==> src/rtl/net_mux_valve_seq.sv <==
// Break-before-make valve sequencer for the 8-channel cell-trap multiplexer:
// load -> settle -> wash -> settle -> elute -> settle -> done, with abort handling.
module net_mux_valve_seq #(
  parameter int LOAD_T   = 16,
  parameter int WASH_T   = 16,
  parameter int ELUTE_T  = 16,
  parameter int SETTLE_T = 4
) (
  input  logic       clk,
  input  logic       rst,
  input  logic       start,
  input  logic       abort,
  input  logic       wash_sel,
  output logic       c1,
  output logic       c2,
  output logic       c3,
  output logic       c4,
  output logic       c5,
  output logic       c6,
  output logic       busy,
  output logic       done,
  output logic       aborted,
  output logic [2:0] phase
);

  localparam int MAX_LW = (LOAD_T > WASH_T) ? LOAD_T : WASH_T;
  localparam int MAX_ES = (ELUTE_T > SETTLE_T) ? ELUTE_T : SETTLE_T;
  localparam int MAX_T  = (MAX_LW > MAX_ES) ? MAX_LW : MAX_ES;
  localparam int TW     = (MAX_T > 1) ? $clog2(MAX_T) : 1;

  localparam logic [TW-1:0] LOAD_LD   = TW'(LOAD_T - 1);
  localparam logic [TW-1:0] WASH_LD   = TW'(WASH_T - 1);
  localparam logic [TW-1:0] ELUTE_LD  = TW'(ELUTE_T - 1);
  localparam logic [TW-1:0] SETTLE_LD = TW'(SETTLE_T - 1);

  typedef enum logic [2:0] {
    IDLE   = 3'd0,
    LOAD   = 3'd1,
    WASH   = 3'd2,
    ELUTE  = 3'd3,
    SETTLE = 3'd4,
    DONE   = 3'd5,
    ABORT  = 3'd6
  } state_t;

  state_t        state;
  state_t        ret;
  logic [TW-1:0] timer;
  logic          wsel;
  logic          abort_pend;

  wire expired = (timer == '0);
  wire running = (state == LOAD) || (state == WASH) || (state == ELUTE) || (state == SETTLE);

  // Outputs are decoded from the state held during the previous cycle, so every
  // output is one register stage behind the sequencer state.
  always_ff @(posedge clk or posedge rst) begin
    if (rst) begin
      state      <= IDLE;
      ret        <= WASH;
      timer      <= '0;
      wsel       <= 1'b0;
      abort_pend <= 1'b0;
      c1         <= 1'b0;
      c2         <= 1'b0;
      c3         <= 1'b0;
      c4         <= 1'b0;
      c5         <= 1'b0;
      c6         <= 1'b0;
      busy       <= 1'b0;
      done       <= 1'b0;
      aborted    <= 1'b0;
      phase      <= 3'd0;
    end else begin
      c1         <= (state == LOAD);
      c2         <= (state == WASH);
      c3         <= (state == WASH) && !wsel;
      c4         <= (state == WASH) && wsel;
      c5         <= (state == ELUTE);
      c6         <= (state == ELUTE);
      busy       <= running || (state == ABORT);
      done       <= (state == DONE);
      aborted    <= abort_pend;
      phase      <= state;
      abort_pend <= 1'b0;

      if (running && abort) begin
        // abort wins over a coincident timer expiry
        state <= ABORT;
        timer <= SETTLE_LD;
      end else begin
        case (state)
          IDLE: begin
            if (start) begin
              wsel  <= wash_sel;
              state <= LOAD;
              timer <= LOAD_LD;
            end
          end
          LOAD: begin
            if (expired) begin
              state <= SETTLE;
              ret   <= WASH;
              timer <= SETTLE_LD;
            end else begin
              timer <= timer - 1'b1;
            end
          end
          WASH: begin
            if (expired) begin
              state <= SETTLE;
              ret   <= ELUTE;
              timer <= SETTLE_LD;
            end else begin
              timer <= timer - 1'b1;
            end
          end
          ELUTE: begin
            if (expired) begin
              state <= SETTLE;
              ret   <= DONE;
              timer <= SETTLE_LD;
            end else begin
              timer <= timer - 1'b1;
            end
          end
          SETTLE: begin
            if (expired) begin
              state <= ret;
              case (ret)
                WASH:    timer <= WASH_LD;
                ELUTE:   timer <= ELUTE_LD;
                default: timer <= '0;
              endcase
            end else begin
              timer <= timer - 1'b1;
            end
          end
          DONE: begin
            state <= IDLE;
          end
          ABORT: begin
            if (expired) begin
              state      <= IDLE;
              abort_pend <= 1'b1;
            end else begin
              timer <= timer - 1'b1;
            end
          end
          default: begin
            state <= IDLE;
            timer <= '0;
          end
        endcase
      end
    end
  end

endmodule
==> config.mk <==
export PLATFORM = sky130hd
export DESIGN_NAME = net_mux_valve_seq
export DESIGN_NICKNAME = d
export VERILOG_FILES = /design/src/rtl/net_mux_valve_seq.sv
export SDC_FILE = /design/constraint.sdc
export NUM_CORES = 1
export LEC_CHECK = 0
export ABC_AREA = 0
export CAP_MARGIN = 20
export CORE_ASPECT_RATIO = 1.25
export CORE_UTILIZATION = 40
export CTS_BUF_LIST = sky130_fd_sc_hd__clkbuf_4 sky130_fd_sc_hd__clkbuf_8
export CTS_CLUSTER_DIAMETER = 120
export DETAILED_ROUTE_END_ITERATION = 12
export SLEW_MARGIN = 10
export SYNTH_ARGS = -nofsm -noshare
export SYNTH_HDL_FRONTEND = slang
export SYNTH_SLANG_ARGS = --single-unit
==> constraint.sdc <==
create_clock -name clk -period 2.9 [get_ports clk]
set_clock_uncertainty 0.1 [all_clocks]
set_input_delay 0.435 -clock clk [delete_from_list [all_inputs] [get_ports clk]]
set_output_delay 0.435 -clock clk [all_outputs]
set_load 0.01 [all_outputs]
==> metrics.md <==
| Metric | Value |
|---|---|
| Status | finished clean |
| First-pass GRT wire length | about 4.3 mm |
| Clock slew at reported path FFs | 140 ps |
| Register area share after synthesis | a little under half |
| Most frequent cells in the layout | dfrtp_1 (22), clkdlybuf4s50_1 (16), nand2_1 (10), nor2_1 (9), a21oi_1 (6) |
| CTS resizes | 0 |
| Crit path arrival time | roughly 2400 ps |
| Main synth FF type | dfrtp_1 |
| Class of the worst hold path | reg -> reg |
| Ant diodes | 0 |
| DP HPWL | approximately 1.6 mm |
| Num rows | 21 |
| Final #Nets | about 140 |
| Commonest non-fill, non-tap cell in the layout | dfrtp_1 |
| Slowest CP cell | dfrtp_1 |
| Minimum clock period | about 2300 ps |
| Vias/cell | 5.59 |
| Total GRT Usage | 17.6% |
| Power per cell area | between 900 and 1000 mW/mm² |
| Critical Path Fanout Max | 27 |
| Post-synthesis async set-or-reset flop share | 100% |
| Final hold vios | 0 |
| GRT overflow | 0 |
| Worst vdd ir | between 0.5 and 0.6 mV |
| Synth warn | 0 |
| Die H | approximately 63 µm |
| Largest delay share family, worst path | flip-flops |
| Final wirelength | between 2 and 2.5 mm |
| Vias in the first global route | ~940 |
| # clock sinks | 23 |
| Total CTS buffers | 3 |
| Yosys cell types | 46 |
| Placed instance area | roughly 0.0014 mm² |
| Drt wl/cell | ~14 µm |
| Cells after Synth | approximately 120 |
| Finished layout cell area | 0.00139 mm² |
| WS Path Type | reg -> reg |
| Post-route setup TNS | 0 ps |
| Crit share post-route | 77.9% |
| Die Area | between 0.003 and 0.004 mm² |
| Register bit total from synthesis | 23 |
| CTS root buf | clkbuf_4 |
| CTS tree | built |
| Starting Density | 43.4% |
| Endpoint class of the critical path | flip-flop |
| Largest net degree at the start of global routing | 28 |
| Pleak | 0.598 nW |
| Fin. max-slew vios | 0 |
| Layout fillers | 281 |
| CP required | between 3000 and 4000 ps |
| Die span in x | approximately 50 µm |
| Post-synth net total | 130 |
| Slew @ Worst Pin | around 860 ps |
| Clock latency on the worst-skew pair | 320 ps |
| H-tree levels | 1 |
| Post-CTS Setup Bufs | 0 |
| Routed Antenna Nets | 0 |
| CP Cell Sequence | nor2b_1, a21oi_1, o21ai_1, a21boi_1, mux2_1 |
| Post-Syn Area | around 0.0012 mm² |
| Crit path launch type | flip-flop |
| Share of layout cells above drive strength 1 | 10.5% |
| RSZ-0062 raised after global routing | no |
| Area growth from synthesis to layout | 14.5% |
| Max frequency | ~440 MHz |
| Port Buffer Count | 16 |
| Hold Path Origin | abort_pend$_DFF_PP0_ |
| Slew margin rel. | between 40% and 50% |
| IO Pins | 17 |
| Initial antenna violation count | 0 |
| Critical path buffer and inverter count | 0 |
| FF-to-FF Start | state[2]$_DFFE_PP0P_ |
| 1st-iter DRT viols | 22 |
| Avg Cell Area, Syn | between 9 and 10 µm² |
| Post-synth EDFFs | 0 |
| Setup crit start | state[2]$_DFFE_PP0P_ |
| Clock buffer depth | 2 |
| CORE AREA | about 0.0028 mm² |
| Via count | around 930 |
| CP max stage delay | ~880 ps |
| Routability cong. | approximately 0.94 |
| Max-cap check violation count | 0 |
| Setup-failing EPs final | 0 |
| # hold bufs at CTS | 0 |
| TritonRoute pass-1 iters | 4 |
| DRC | 0 |
## synth_stat cells, types with 2 or more instances
cell	number	area (µm²)
nand2b_1	4	25.0
nor3b_1	2	15.0
inv_1	5	18.8
nor3_1	5	25.0
ha_1	2	25.0
o21a_1	2	15.0
nor2_1	9	33.8
nor2b_1	5	31.3
o21ai_0	5	25.0
o211ai_1	2	15.0
nand2_1	10	37.5
dfrtp_1	22	551
a211o_1	2	17.5
a2bb2oi_1	2	17.5
a211oi_1	3	22.5
a21oi_1	6	30.0
buf_2	8	40.0
## worst paths after layout
kind	endpoint	slack, ps	depth (start not counted)
worst max register to register	state[1]$_DFFE_PP0P_	640	5
worst max-delay path	state[1]$_DFFE_PP0P_	640	5
worst min-delay path	aborted$_DFF_PP0_	270	0
min in group asynchronous	timer[2]$_DFFE_PP0P_	470	2
max in group asynchronous	busy$_DFF_PP0_	1690	2
worst min register to register	aborted$_DFF_PP0_	270	0
## cell type report
cell class	count	area [µm²]	area share, %
sequential	23	577	41.6
timing repair buffer	17	168	12.1
tap	34	42.5	3.07
inverter	5	18.8	1.36
multi-input combinational	84	552	39.8
clock inverter	1	5.00	0.361
clock buffer	3	22.5	1.63
## power by group
group          total, mW  switching, mW  internal [mW]
registers          0.562          0.126          0.436
clock network      0.153          0.102         0.0516
logic              0.662          0.339          0.323
total               1.38          0.567          0.811
## metrics by stage
step                power [mW]  worst slack (ps)  hold WS (ps)  util (%)  std cells
finish                    1.38               641           267      49.7        167
global route              1.49               455           288      49.7        167
CTS                       1.38               654           268      49.7        167
detailed placement        1.23               621           237      48.7        163
global placement          1.21               727           233      48.7        163
floorplan                 1.03              1080           231         -        123
## layer usage
metal	track usage [%]	wire length, µm
met1	23.0	992
met2	28.1	1200
met3	2.90	116
met4	7.64	42
met5	0	0
## registers in the layout (all words and copies together), names as in the netlist
register,flops
ret,3
c6,1
aborted,1
timer,4
c3,1
phase,3
busy,1
c4,1
c1,1
wsel,1
done,1
state,3
c2,1
abort_pend,1
## kinds of logic (layout without fill, tap and decap cells)
kind of cell             Yosys count  count (layout)  share of synthesized area, %
AND/OR/NAND/NOR                   46              46                          21.5
adder cells (fa/ha/maj)            2               2                          2.07
flip-flops                        23              23                          47.7
AO/OA/AOI/OAI                     34              34                          20.2
buffers and inverters             16              26                          6.72
multiplexers                       2               2                          1.86
Note: power is estimated with default switching activity, not from simulation.
